===== config.mk =====
export PLATFORM = sky130hd
export DESIGN_NAME = rect_bank_rd_flat
export DESIGN_NICKNAME = d
export VERILOG_FILES = /design/src/rtl/rect_bank_rd_if.sv /design/src/rtl/rect_bank_rd.sv /design/src/flat_wrapper.sv
export SDC_FILE = /design/constraint.sdc
export NUM_CORES = 1
export LEC_CHECK = 0
export ABC_AREA = 1
export BUFFER_PORTS_ARGS = -buffer_cell sky130_fd_sc_hd__buf_2
export CAP_MARGIN = 0
export CORE_UTILIZATION = 61
export DETAILED_ROUTE_END_ITERATION = 6
export PLACE_DENSITY_LB_ADDON = 0.12
export SYNTH_ARGS = -nofsm -noshare
export SYNTH_HDL_FRONTEND = slang
export SYNTH_SLANG_ARGS = --single-unit
export TNS_END_PERCENT = 100

===== constraint.sdc =====
create_clock -name clk -period 4.9 [get_ports clk]
set_input_delay 0.245 -clock clk [delete_from_list [all_inputs] [get_ports clk]]
set_output_delay 0.245 -clock clk [all_outputs]
set_load 0.03 [all_outputs]

===== src/rtl/rect_bank_rd_if.sv =====
// rect_bank_rd_if: stream bundle between the feature address generator
// (master), rect_bank_rd (slave) and the feature evaluation pipeline.
//   flush        master->slave  sync discard of in-flight and buffered words
//   addr_valid   master->slave  address stream valid
//   addr_ready   slave->master  address stream ready
//   addr_data    master->slave  ROM address, shared by all lanes
//   data_valid   slave->master  output stream valid
//   data_ready   master->slave  output stream ready
//   data         slave->master  lane k at [k*W_DATA +: W_DATA]
//   outstanding  slave->master  in-flight plus buffered word count
interface rect_bank_rd_if #(
   parameter int W_DATA     = 20,
   parameter int W_ADDR     = 14,
   parameter int N_RECT     = 3,
   parameter int ROM_LAT    = 1,
   parameter int FIFO_DEPTH = ROM_LAT + 2
);
   localparam int W_CNT = $clog2(FIFO_DEPTH + 1);

   logic                       flush;
   logic                       addr_valid;
   logic                       addr_ready;
   logic [W_ADDR-1:0]          addr_data;
   logic                       data_valid;
   logic                       data_ready;
   logic [N_RECT*W_DATA-1:0]   data;
   logic [W_CNT-1:0]           outstanding;

   modport slave (
      input  flush, addr_valid, addr_data, data_ready,
      output addr_ready, data_valid, data, outstanding
   );

   modport master (
      output flush, addr_valid, addr_data, data_ready,
      input  addr_ready, data_valid, data, outstanding
   );
endinterface


===== src/rtl/rect_bank_rd.sv =====
// rect_bank_rd: multi-lane read front-end for the rectangle coefficient ROMs.
// One address stream drives N_RECT ROM lanes in lock-step; the concatenated
// lane words land in a credit-protected FIFO and leave over a valid/ready
// stream. flush discards everything in flight and buffered.
// Ports:
//   clk   in  rising-edge clock
//   rst   in  asynchronous active-low reset
//   bus   rect_bank_rd_if.slave (see interface file for signal list)
// Lane k (rect{k}_rom) image: word(a) = a*(2k+3) + (k+1)*0x0F0F mod 2^W_DATA.

// One ROM lane: registered read on en, then ROM_LAT-1 plain delay stages.
module rect_rom_lane #(
   parameter int K      = 0,
   parameter int W_DATA = 20,
   parameter int W_ADDR = 14,
   parameter int LAT    = 1
) (
   input  logic              clk,
   input  logic              rst,
   input  logic              i_en,
   input  logic [W_ADDR-1:0] i_addr,
   output logic [W_DATA-1:0] o_q
);
   localparam logic [W_DATA-1:0] MUL = W_DATA'(2 * K + 3);
   localparam logic [W_DATA-1:0] OFS = W_DATA'((K + 1) * 32'h0F0F);

   logic [W_DATA-1:0]          w_rom;
   logic [LAT-1:0][W_DATA-1:0] r_q;

   assign w_rom = W_DATA'(i_addr) * MUL + OFS;

   always_ff @(posedge clk or negedge rst) begin
      if (!rst) begin
         r_q <= '0;
      end else begin
         if (i_en) r_q[0] <= w_rom;
         for (int i = 1; i < LAT; i++) r_q[i] <= r_q[i-1];
      end
   end

   assign o_q = r_q[LAT-1];
endmodule

module rect_bank_rd #(
   parameter int W_DATA     = 20,
   parameter int W_ADDR     = 14,
   parameter int N_RECT     = 3,
   parameter int ROM_LAT    = 1,
   parameter int FIFO_DEPTH = ROM_LAT + 2
) (
   input  logic          clk,
   input  logic          rst,
   rect_bank_rd_if.slave bus
);
   localparam int W_OUT = N_RECT * W_DATA;
   localparam int W_CNT = $clog2(FIFO_DEPTH + 1);
   localparam int W_PTR = (FIFO_DEPTH > 1) ? $clog2(FIFO_DEPTH) : 1;
   localparam logic [W_CNT-1:0] DEPTH_C = W_CNT'(FIFO_DEPTH);
   localparam logic [W_PTR-1:0] LAST_P  = W_PTR'(FIFO_DEPTH - 1);

   logic               r_addr_ready;
   logic [W_CNT-1:0]   r_out, w_out_nxt;
   logic [ROM_LAT:1]   vld_pipe;
   logic [W_OUT-1:0]   w_lane_q;
   logic [W_OUT-1:0]   r_mem [FIFO_DEPTH];
   logic [W_PTR-1:0]   r_wptr, r_rptr;
   logic [W_CNT-1:0]   r_fcnt;
   logic               w_acc, w_pop, w_wr, w_empty, w_full;

   // flush outranks both handshakes in its cycle
   assign w_acc   = bus.addr_valid & r_addr_ready & ~bus.flush;
   assign w_empty = (r_fcnt == '0);
   assign w_full  = (r_fcnt == DEPTH_C);
   assign w_pop   = ~w_empty & bus.data_ready & ~bus.flush;
   assign w_wr    = vld_pipe[ROM_LAT] & ~bus.flush;

   // ---- credits: every accepted read owns a FIFO slot until popped ----
   always_comb begin
      w_out_nxt = r_out;
      case ({w_acc, w_pop})
         2'b10:   w_out_nxt = r_out + 1'b1;
         2'b01:   w_out_nxt = r_out - 1'b1;
         default: w_out_nxt = r_out;
      endcase
   end

   // Ready is computed from next-state credits and registered, so it never
   // depends combinationally on data_ready or addr_valid.
   always_ff @(posedge clk or negedge rst) begin
      if (!rst) begin
         r_out        <= '0;
         r_addr_ready <= 1'b0;
      end else if (bus.flush) begin
         r_out        <= '0;
         r_addr_ready <= 1'b1;
      end else begin
         r_out        <= w_out_nxt;
         r_addr_ready <= (w_out_nxt < DEPTH_C);
      end
   end

   // ---- valid bit riding alongside the ROM read ----
   always_ff @(posedge clk or negedge rst) begin
      if (!rst) begin
         vld_pipe <= '0;
      end else if (bus.flush) begin
         vld_pipe <= '0;
      end else begin
         vld_pipe[1] <= w_acc;
         for (int s = 2; s <= ROM_LAT; s++) vld_pipe[s] <= vld_pipe[s-1];
      end
   end

   // ---- ROM lanes ----
   for (genvar k = 0; k < N_RECT; k++) begin : g_lane
      rect_rom_lane #(
         .K      (k),
         .W_DATA (W_DATA),
         .W_ADDR (W_ADDR),
         .LAT    (ROM_LAT)
      ) u_lane (
         .clk    (clk),
         .rst    (rst),
         .i_en   (w_acc),
         .i_addr (bus.addr_data),
         .o_q    (w_lane_q[k*W_DATA +: W_DATA])
      );
   end

   // ---- output FIFO ----
   always_ff @(posedge clk or negedge rst) begin
      if (!rst) begin
         r_wptr <= '0;
         r_rptr <= '0;
         r_fcnt <= '0;
      end else if (bus.flush) begin
         r_wptr <= '0;
         r_rptr <= '0;
         r_fcnt <= '0;
      end else begin
         if (w_wr)  r_wptr <= (r_wptr == LAST_P) ? '0 : r_wptr + 1'b1;
         if (w_pop) r_rptr <= (r_rptr == LAST_P) ? '0 : r_rptr + 1'b1;
         case ({w_wr, w_pop})
            2'b10:   r_fcnt <= r_fcnt + 1'b1;
            2'b01:   r_fcnt <= r_fcnt - 1'b1;
            default: r_fcnt <= r_fcnt;
         endcase
      end
   end

   always_ff @(posedge clk) begin
      if (w_wr) r_mem[r_wptr] <= w_lane_q;
   end

   // Credits bound in-flight + buffered words by FIFO_DEPTH, so a write can
   // never meet a full FIFO.
   ap_no_overflow: assert property (@(posedge clk) disable iff (!rst) !(w_wr && w_full));

   // Head is masked to zero when empty so data reads 0 after reset/flush.
   assign bus.addr_ready  = r_addr_ready & ~bus.flush;
   assign bus.data_valid  = ~w_empty;
   assign bus.data        = w_empty ? '0 : r_mem[r_rptr];
   assign bus.outstanding = r_out;
endmodule


===== src/flat_wrapper.sv =====
// flat-port wrapper written by rule: the top's interface ports become plain ports
module rect_bank_rd_flat 
#(
   parameter int W_DATA     = 20,
   parameter int W_ADDR     = 14,
   parameter int N_RECT     = 3,
   parameter int ROM_LAT    = 1,
   parameter int FIFO_DEPTH = ROM_LAT + 2
)
  (clk, rst, bus_flush, bus_addr_valid, bus_addr_data, bus_data_ready, bus_addr_ready, bus_data_valid, bus_data, bus_outstanding);
  rect_bank_rd_if #(.W_DATA(W_DATA), .W_ADDR(W_ADDR), .N_RECT(N_RECT), .ROM_LAT(ROM_LAT), .FIFO_DEPTH(FIFO_DEPTH)) bus_i ();
  input  logic clk;
  input  logic rst;
  input wire logic [$bits(bus_i.flush)-1:0] bus_flush;
  input wire logic [$bits(bus_i.addr_valid)-1:0] bus_addr_valid;
  input wire logic [$bits(bus_i.addr_data)-1:0] bus_addr_data;
  input wire logic [$bits(bus_i.data_ready)-1:0] bus_data_ready;
  output wire logic [$bits(bus_i.addr_ready)-1:0] bus_addr_ready;
  output wire logic [$bits(bus_i.data_valid)-1:0] bus_data_valid;
  output wire logic [$bits(bus_i.data)-1:0] bus_data;
  output wire logic [$bits(bus_i.outstanding)-1:0] bus_outstanding;
  assign bus_i.flush = bus_flush;
  assign bus_i.addr_valid = bus_addr_valid;
  assign bus_i.addr_data = bus_addr_data;
  assign bus_i.data_ready = bus_data_ready;
  assign bus_addr_ready = bus_i.addr_ready;
  assign bus_data_valid = bus_i.data_valid;
  assign bus_data = bus_i.data;
  assign bus_outstanding = bus_i.outstanding;
  rect_bank_rd #(.W_DATA(W_DATA), .W_ADDR(W_ADDR), .N_RECT(N_RECT), .ROM_LAT(ROM_LAT), .FIFO_DEPTH(FIFO_DEPTH)) u_core (.clk(clk), .rst(rst), .bus(bus_i));
endmodule

==> flow_metrics.py, run 1 <==
metrics = {
    "synth": {
        "ys.flop_type": "edfxtp_1",
        "synth_mux_area_frac": 0,
        "synthXorXnorAreaFrac": 0.01542,
        "synth.most_common_cell": "nand2_1",
        "synth_top_area_share": 0.3777,
        "synthDistinctLibCells": 35,
        "synth_warnings": 0,
        "ys_top_cells_by_area": "edfxtp_1, dfrtp_1, nand2_1, ha_1, nand3_1",
        "syn_area_sq_um": 11930,
        "syn_inst": 1343,
        "synthAdderAreaFrac": 0.1173,
        "synth_common_cells": "nand2_1, inv_1, nand3_1, edfxtp_1, ha_1",
        "synthSimpleGateAreaFrac": 0.2422,
        "synth_compound_area_frac": 0.02791,
        "avgSynthCellArea_sq_um": 8.880,
        "synth_edf_count": 150,
        "yosys.area.top_type": "edfxtp_1",
        "synth_top_family_by_area": "simple AND/OR/NAND/NOR gates",
        "ys_seq_elements": 210,
        "ys_async_sr_fraction": 0.2857,
        "ys_seq_area_frac": 0.5036,
    },
    "run_status": {
        "status": "finished clean",
    },
    "grt": {
        "grt_pass1_vias": 8250,
        "grt_max_degree": 70,
        "grt_overflow_total": 0,
        "grt_pass1_wl_microns": 41740,
        "track_usage": 0.2640,
        "antenna_found_initial": 0,
    },
    "min_path": {
        "holdPathEnd": "u_core.bus.outstanding[1]",
        "hold_start": "bus_flush",
        "min_path_cells": 2,
        "hp-class": "input port to flop",
    },
    "clock_tree": {
        "insertion_delay_ns": 0.50,
        "cts_tree": "built",
        "htreeDepth": 1,
        "cts_root_buf": "clkbuf_16",
        "clk_pin_slew_worst_paths_ns": 0.06,
        "cts_max_path_buffers": 3,
        "cts.sinks": 210,
        "cts_resized": 0,
        "post_cts_buffers": 0,
        "cts_hold_buf": 1,
        "numCtsBuffers": 22,
    },
    "route": {
        "via_count": 8820,
        "highest_layer": "met4",
        "wl_met1_microns": 11850,
        "wl_met3_microns": 1779,
        "route.detailed.drc": 0,
        "detail-route-antenna-nets": 0,
        "drt_iter0_markers": 701,
        "met2_length_microns": 11590,
        "finalWirelength_microns": 25450,
        "wl_per_cell_microns": 15.13,
        "via_per_inst": 5.244,
        "drtPass1Iterations": 6,
    },
    "critical_path": {
        "crit_chain": "inv_2 > buf_4 > nand3_1 > nand3_1 > nand2_1 > inv_1 > buf_2",
        "r2r-start": "u_core.r_addr_ready",
        "start_kind": "flop",
        "r2r_end": "u_core.bus.outstanding[1]",
        "reg2regPathDepth": 9,
        "arrival_ns": 2.76,
        "cp_slowest_stage_delay_ns": 0.62,
        "slowest_stage": "inv_2",
        "cp_top_family": "buffers and inverters",
        "end_kind": "output pin",
        "critPathMaxFanout": 52,
        "r2r_slack_ns": 2.72,
        "cp.required_ns": 4.66,
        "crit_path_frequent_cell": "nand3_1",
        "cp.buffers_inverters": 4,
        "critPathKind": "flop to output pin",
    },
    "placed_design": {
        "gp_congestion": 0.9208,
        "portBuffers": 73,
        "dp_hpwl_microns": 17050,
    },
    "power_and_ir_drop": {
        "ir_drop_v": 0.0002357,
        "leakage_nw": 6.514,
        "p_per_area_nw_per_um2": 441.0,
    },
    "run": {
        "drv_cap": 0,
    },
    "sta": {
        "clock_skew_ns": 0.01735,
        "period_share": 0.6140,
        "hold_ws_ns": 0.04209,
        "hold_violations": 0,
        "fin_crit_ns": 3.009,
        "tightestPinTransition_ns": 1.007,
        "max_slew_margin": 0.3285,
        "maxSlewViolCount": 0,
        "setup_viol": 0,
        "fin_tns_setup_ns": 0,
        "max_freq_mhz": 332.4,
        "rsz0062_at_grt": "false",
    },
    "finish": {
        "drive_above_1_share": 0.09353,
        "area_growth_syn_to_layout_pct": 10.41,
        "nets": 1527,
        "finalCoreUtilization": 0.6946,
        "n_antenna_cell": 0,
        "fillCellCount": 1527,
    },
    "floorplan": {
        "row_count": 50,
        "core_sq_um": 18960,
        "fp.dieH_microns": 141.8,
        "ioPinCount": 83,
        "die_area_sq_um": 20110,
        "initial_utilization": 0.6291,
        "fp.dieW_microns": 141.8,
    },
}
## where the power goes
group	switching, W	leakage [nW]	internal, W
clock network	0.000643	0.335	0.000940
logic	0.00127	4.07	0.000581
registers	0.000183	2.11	0.00219
total	0.00210	6.51	0.00371
## registers in the layout (all words and copies together), names as in the netlist
signal,cells
u_core.r_mem,150
u_core.r_wptr,2
u_core.r_rptr,2
u_core.bus.outstanding,2
u_core.vld_pipe,1
u_core.r_addr_ready,1
u_core.g_lane.u_lane.o_q,50
u_core.r_fcnt,2
## per-stage QoR
| step | std cells | setup slack, ns | cell area, sq um | total power [W] |
|---|---|---|---|---|
| 4_1_cts | 1682 | 1.860 | 13170 | 0.005832 |
| 2_1_floorplan | 1351 | 0.5291 | 11960 | 0.003727 |
| 3_3_place_gp | 1642 | 2.210 | 12460 | 0.004209 |
| 3_5_place_dp | 1642 | 2.155 | 12460 | 0.004247 |
| 6_report | 1682 | 1.891 | 13170 | 0.005807 |
| 5_1_grt | 1682 | 1.673 | 13170 | 0.006153 |
## worst max path at each step
stage	start	to	slack, ns	depth (start not counted)
after floorplan	u_core.vld_pipe	u_core.r_mem[2][10]	0.53	2
after global placement	bus_addr_data[7]	u_core.g_lane[2].u_lane.o_q[12]	2.21	13
after detailed placement	bus_addr_data[7]	u_core.g_lane[2].u_lane.o_q[12]	2.15	13
after CTS	u_core.r_rptr[1]	bus_data[7]	1.86	7
after global routing	u_core.r_rptr[1]	bus_data[56]	1.67	7
final	u_core.r_rptr[1]	bus_data[56]	1.89	7
## cells by family after synthesis
| family | count (synthesis) |
|---|---|
| simple gates | 675 |
| xor+xnor | 21 |
| flops | 210 |
| compound gates | 62 |
| fa+ha+maj | 101 |
| other cells | 1 |
| buf+inv | 273 |
## layer usage
metal  GRT usage  vias up
li1            -     4441
met1      0.3927     4077
met2      0.4205      280
met3     0.03679       22
met4     0.04584        0
met5           0        -
## layout make-up
type	instances	area, sq um	share of cell area
inverter	220	825.8	0.06272
multi-input combinational	868	4857	0.3689
sequential	210	6006	0.4561
timing repair buffer	85	457.9	0.03478
clock inverter	2	16.27	0.001235
clock buffer	37	678.2	0.05151
tap	260	325.3	0.02471
## placed cells by master (no fill, tap or decap), types with 3 or more instances in the layout
cell and count:
nand4_1 9, nand2_2 3, edfxtp_1 150, dfrtp_1 60
nor2_1 45, buf_2 73, nand3b_1 6, or2_2 4
xnor2_1 17, inv_2 3, clkbuf_1 9, ha_1 83
buf_4 11, clkbuf_16 23, clkbuf_8 5, nand3_1 206
xor2_1 4, and2_1 3, inv_1 215, nor2_4 3
nand2_1 391, conb_1 9, a21oi_1 27, fa_1 18
o21ai_0 26
No activity file was read; power rests on OpenSTA's default activity.
==> run 2: changes to the inputs <==
==> constraint.sdc (replaced) <==
create_clock -name clk -period 2.85 [get_ports clk]
set_input_delay 0.1425 -clock clk [delete_from_list [all_inputs] [get_ports clk]]
set_output_delay 0.1425 -clock clk [all_outputs]
set_load 0.03 [all_outputs]
==> flow_metrics.py, run 2 (synthesis results as in run 1) <==
metrics = {
    "run_status": {
        "status": "finished clean",
    },
    "critical_path": {
        "end_kind": "flop",
        "r2r_end": "u_core.r_mem[1][52]",
        "start_kind": "input port",
        "cp.required_ns": 3.24,
        "cp_slowest_stage_delay_ns": 0.53,
        "r2r_slack_ns": 1.08,
        "crit_path_frequent_cell": "nand2_1",
        "crit_chain": "dlygate4sd3_1 > buf_2 > inv_1 > ha_1 > inv_1 > fa_1 > ha_1 > nand3_1 > nand2_1 > nand2_1 > nand3_1 > nand2_1 > a21oi_1 > nor2_1",
        "cp_top_family": "adder cells",
        "critPathKind": "input port to flop",
        "slowest_stage": "dlygate4sd3_1",
        "cp.buffers_inverters": 4,
        "reg2regPathDepth": 4,
        "arrival_ns": 2.87,
        "critPathMaxFanout": 5,
        "r2r-start": "u_core.r_wptr[1]",
    },
    "clock_tree": {
        "numCtsBuffers": 21,
        "post_cts_buffers": 0,
        "clk_pin_slew_worst_paths_ns": 0.06,
        "cts_tree": "built",
        "cts.sinks": 210,
        "insertion_delay_ns": 0.50,
        "cts_resized": 0,
        "cts_max_path_buffers": 3,
        "htreeDepth": 1,
        "cts_root_buf": "clkbuf_16",
        "cts_hold_buf": 3,
    },
    "grt": {
        "antenna_found_initial": 0,
        "use_met3": 0.02025,
        "grt_pass1_vias": 8407,
        "track_usage": 0.2651,
        "grt_overflow_total": 0,
        "met2_usage": 0.4483,
        "grt_pass1_wl_microns": 41630,
        "met1_usage": 0.3765,
        "grt_max_degree": 70,
        "grt_busiest_layer": "met2",
    },
    "finish": {
        "area_growth_syn_to_layout_pct": 11.80,
        "drive_above_1_share": 0.09993,
        "layout.cells.most_common_list": "nand2_1, inv_1, nand3_1, edfxtp_1, ha_1",
        "layout_commonest_cell": "nand2_1",
        "final_area_sq_um": 13330,
        "n_antenna_cell": 0,
        "max_flop_register": "u_core.r_mem",
        "largest_reg_flops": 150,
        "nets": 1536,
    },
    "sta": {
        "clock_skew_ns": 0.01455,
        "hold_violations": 0,
        "fin_tns_setup_ns": 0,
        "max_freq_mhz": 402.8,
        "tightestPinTransition_ns": 0.7907,
        "fin_crit_ns": 2.483,
        "period_share": 0.8711,
        "max_slew_margin": 0.4729,
        "rsz0062_at_grt": "false",
        "maxSlewViolCount": 0,
        "setup_viol": 0,
    },
    "run": {
        "drv_cap": 0,
    },
    "min_path": {
        "hp-class": "input port to flop",
        "min_path_cells": 3,
        "holdPathEnd": "u_core.g_lane[1].u_lane.o_q[1]",
        "hold_start": "bus_addr_data[1]",
    },
    "floorplan": {
        "ioPinCount": 83,
        "core_sq_um": 18960,
        "fp.dieW_microns": 141.8,
        "die_area_sq_um": 20110,
        "fp.dieH_microns": 141.8,
        "initial_utilization": 0.6291,
        "row_count": 50,
    },
    "power_and_ir_drop": {
        "leakage_nw": 6.604,
        "p_per_area_nw_per_um2": 765.7,
        "ir_drop_v": 0.0003581,
    },
    "route": {
        "via_count": 8822,
        "via_per_inst": 5.217,
        "route.detailed.drc": 0,
        "finalWirelength_microns": 25460,
        "drtPass1Iterations": 5,
        "detail-route-antenna-nets": 0,
        "wl_per_cell_microns": 15.06,
        "drt_iter0_markers": 570,
    },
    "placed_design": {
        "dp_hpwl_microns": 17450,
        "gp_congestion": 0.9058,
        "portBuffers": 73,
        "place_area_sq_um": 12570,
    },
}
==> run 2: power breakdown <==
group	switching [W]	leakage [nW]	internal [W]
clock	0.00110	0.361	0.00181
sequential	0.000308	2.11	0.00376
combinational	0.00221	4.13	0.00102
total	0.00362	6.60	0.00659
==> run 2: cell type report <==
| cell class | instances | area [sq um] |
|---|---|---|
| inverters | 220 | 825.8 |
| flip-flops and latches | 210 | 6006 |
| clock inverters | 9 | 151.4 |
| fillers | 1496 | 5623 |
| clock buffers | 29 | 585.6 |
| well taps | 260 | 325.3 |
| multi-input cells | 868 | 4863 |
| repair buffers | 95 | 575.6 |
==> run 2: worst max path at each step <==
stage | start | end | slack, ns | cells past startpoint
final | bus_addr_data[0] | u_core.g_lane[2].u_lane.o_q[16] | 0.37 | 14
after CTS | bus_addr_data[0] | u_core.g_lane[2].u_lane.o_q[16] | 0.38 | 14
after floorplan | u_core.vld_pipe | u_core.r_mem[2][10] | 0.002 | 2
after global routing | bus_addr_data[0] | u_core.g_lane[2].u_lane.o_q[10] | 0.18 | 16
after global placement | bus_addr_data[2] | u_core.g_lane[2].u_lane.o_q[16] | 0.27 | 13
after detailed placement | bus_addr_data[2] | u_core.g_lane[2].u_lane.o_q[16] | 0.22 | 13
==> run 2: stage by stage <==
stage	instances	hold slack (ns)	total power [W]	setup WS, ns	utilization
2_1_floorplan	1351	-0.1531	0.006408	0.001711	-
3_3_place_gp	1650	0.2691	0.007264	0.2733	0.6629
3_5_place_dp	1650	0.2632	0.007332	0.2171	0.6629
4_1_cts	1691	0.008131	0.01024	0.3840	0.7034
5_1_grt	1691	0.03630	0.01078	0.1790	0.7034
6_report	1691	0.01290	0.01021	0.3672	0.7034
==> run 2: tightest hold or removal path: stages <==
cell     delay (ns)
buf_2          0.09
buf_4          0.15
o21ai_0        0.09
==> run 2: routing by layer <==
layer	wire (microns)	vias to the layer above
met4	295	0
met2	12090	251
met1	11660	4090
li1	-	4463
met5	0	-
met3	1415	18
==> run 3: changes to the inputs <==
--- a/config.mk
+++ b/config.mk
@@ -8,9 +8,12 @@
 export ABC_AREA = 1
 export BUFFER_PORTS_ARGS = -buffer_cell sky130_fd_sc_hd__buf_2
 export CAP_MARGIN = 0
-export CORE_UTILIZATION = 61
+export CELL_PAD_IN_SITES_DETAIL_PLACEMENT = 0
+export CELL_PAD_IN_SITES_GLOBAL_PLACEMENT = 1
+export CORE_UTILIZATION = 47
 export DETAILED_ROUTE_END_ITERATION = 6
 export PLACE_DENSITY_LB_ADDON = 0.12
+export REMOVE_ABC_BUFFERS = 1
 export SYNTH_ARGS = -nofsm -noshare
 export SYNTH_HDL_FRONTEND = slang
 export SYNTH_SLANG_ARGS = --single-unit
==> flow_metrics.py, run 3 (synthesis results as in run 1) <==
metrics = {
    "clock_tree": {
        "htreeDepth": 1,
        "cts.sinks": 210,
        "numCtsBuffers": 23,
        "insertion_delay_ns": 0.51,
        "clk_pin_slew_worst_paths_ns": 0.06,
        "cts_tree": "built",
        "cts_max_path_buffers": 3,
        "cts_root_buf": "clkbuf_16",
    },
    "finish": {
        "largest_reg_flops": 150,
        "area_growth_syn_to_layout_pct": 13.20,
        "layout_commonest_cell": "nand2_1",
        "max_flop_register": "u_core.r_mem",
        "seqCellArea_sq_um": 6007,
        "fillCellCount": 2288,
        "nets": 1539,
        "multi_input_area_sq_um": 4857,
        "layout.cells.most_common_list": "nand2_1, inv_1, nand3_1, edfxtp_1, ha_1",
        "drive_above_1_share": 0.1010,
    },
    "floorplan": {
        "core_sq_um": 24600,
        "fp.dieW_microns": 161.3,
        "ioPinCount": 83,
        "row_count": 57,
        "die_area_sq_um": 26010,
        "fp.dieH_microns": 161.3,
        "initial_utilization": 0.4847,
    },
    "sta": {
        "hold_violations": 0,
        "fin_crit_ns": 2.564,
        "tightestPinTransition_ns": 0.8121,
        "max_freq_mhz": 390.0,
        "rsz0062_at_grt": "false",
        "clock_skew_ns": 0.01622,
        "setup_viol": 0,
        "maxSlewViolCount": 0,
        "max_slew_margin": 0.4586,
        "layout_setup_ws_ns": 0.2861,
        "period_share": 0.8996,
        "fin_tns_setup_ns": 0,
    },
    "critical_path": {
        "critPathKind": "input port to flop",
        "start_kind": "input port",
        "cp.buffers_inverters": 4,
        "end_kind": "flop",
        "path_depth": 14,
        "crit_chain": "dlygate4sd3_1 > buf_2 > inv_1 > ha_1 > inv_1 > fa_1 > ha_1 > nand3_1 > nand2_1 > nand2_1 > nand3_1 > nand2_1 > a21oi_1 > nor2_1",
        "r2r-start": "u_core.r_addr_ready",
        "critPathMaxFanout": 7,
        "reg2regPathDepth": 9,
        "cp_slowest_stage_delay_ns": 0.53,
        "cp_top_family": "adder cells",
        "crit_end": "u_core.g_lane[2].u_lane.o_q[16]",
        "cp.required_ns": 3.25,
        "crit_path_frequent_cell": "nand2_1",
        "slowest_stage": "dlygate4sd3_1",
        "r2r_end": "u_core.bus.outstanding[1]",
        "crit_start": "bus_addr_data[1]",
        "r2r_slack_ns": 0.99,
        "arrival_ns": 2.96,
    },
    "grt": {
        "grt_max_degree": 52,
        "track_usage": 0.2045,
        "grt_overflow_total": 0,
        "antenna_found_initial": 1,
        "grt_pass1_vias": 8431,
        "grt_pass1_wl_microns": 42630,
    },
    "placed_design": {
        "portBuffers": 73,
        "gp_congestion": 0.8693,
        "dp_hpwl_microns": 18360,
        "dp_slack_ns": 0.2308,
    },
    "power_and_ir_drop": {
        "ir_drop_v": 0.0005407,
        "power.total_w": 0.01027,
        "leakage_nw": 6.634,
        "p_per_area_nw_per_um2": 760.4,
    },
    "route": {
        "via_count": 8652,
        "detail-route-antenna-nets": 0,
        "route.detailed.drc": 0,
        "via_per_inst": 4.913,
        "wl_per_cell_microns": 14.67,
        "drtPass1Iterations": 5,
        "finalWirelength_microns": 25830,
        "drt_iter0_markers": 400,
    },
    "min_path": {
        "hp-class": "input port to flop",
    },
    "run": {
        "drv_cap": 0,
    },
    "run_status": {
        "status": "finished clean",
    },
}
run 3: cell count changes in the layout (fill, tap and decap cells not counted), moves of 2 or more:
| cell | before | now |
|---|---|---|
| clkinv_2 | 2 | 4 |
| buf_4 | 16 | 12 |
| dlygate4sd3_1 | 3 | 5 |
| clkbuf_16 | 21 | 23 |
| clkbuf_1 | 5 | 7 |
| clkbuf_8 | 3 | 1 |
| buf_12 | 3 | 6 |
run 3: per-stage QoR:
step | util | instance area (sq um) | hold slack (ns) | std cells
after floorplan | - | 11670 | -0.1531 | 1298
after global placement | 0.5150 | 12670 | 0.2582 | 1713
after detailed placement | 0.5150 | 12670 | 0.2755 | 1713
after CTS | 0.5484 | 13490 | 0.07837 | 1760
after global routing | 0.5486 | 13500 | 0.1413 | 1761
final | 0.5486 | 13500 | 0.08328 | 1761
run 3: worst min-delay path by stage:
stage / start / end / slack [ns] / depth (start not counted)
2_1_floorplan: rst / u_core.bus.outstanding[0] / -0.15 / 0
3_3_place_gp: rst / u_core.r_rptr[1] / 0.26 / 1
3_5_place_dp: rst / u_core.bus.outstanding[1] / 0.28 / 1
4_1_cts: bus_data_ready / u_core.r_rptr[1] / 0.08 / 5
5_1_grt: bus_data_ready / u_core.r_rptr[0] / 0.14 / 5
6_report: bus_data_ready / u_core.r_rptr[0] / 0.08 / 5
run 3: worst register-to-register path, cell delays in order, from the launching register on:
cell and delay (ns):
dfrtp_1 0.34, nand2_1 0.09, nor2_4 0.34, inv_2 0.13
ha_1 0.34, a21oi_1 0.12, o21ai_0 0.11, xor2_1 0.19
inv_1 0.06, nor2_1 0.08
run 3: report_power, final:
part           switching [W]  internal (W)
clock                0.00114       0.00188
sequential          0.000255       0.00377
combinational        0.00219       0.00104
total                0.00359       0.00668
run 3: repair_timing:
item | 4_1_cts | 5_1_grt
hold buffers | 5 | 0
setup buffers | 0 | 0
gates resized for setup | 0 | 1
hold endpoints to repair | 33 | 0
endpoints found under the setup margin | 0 | 25
run 3: cell type report:
type                            count  area share
Sequential cell                   210      0.4450
Multi-Input combinational cell    868      0.3598
Inverter                          220     0.06145
Timing Repair Buffer               96     0.04634
Clock buffer                       31     0.04560
Tap cell                          324     0.03003
Clock inverter                     11     0.01159
Antenna cell                        1   0.0001854
run 3: metal layers:
metal | vias to the layer above | part of all wire | track usage
li1 | 4477 | - | -
met2 | 135 | 0.48 | 0.3517
met1 | 4015 | 0.47 | 0.2800
met4 | 0 | 0.013 | 0.04031
met5 | - | 0 | 0
met3 | 25 | 0.034 | 0.02388
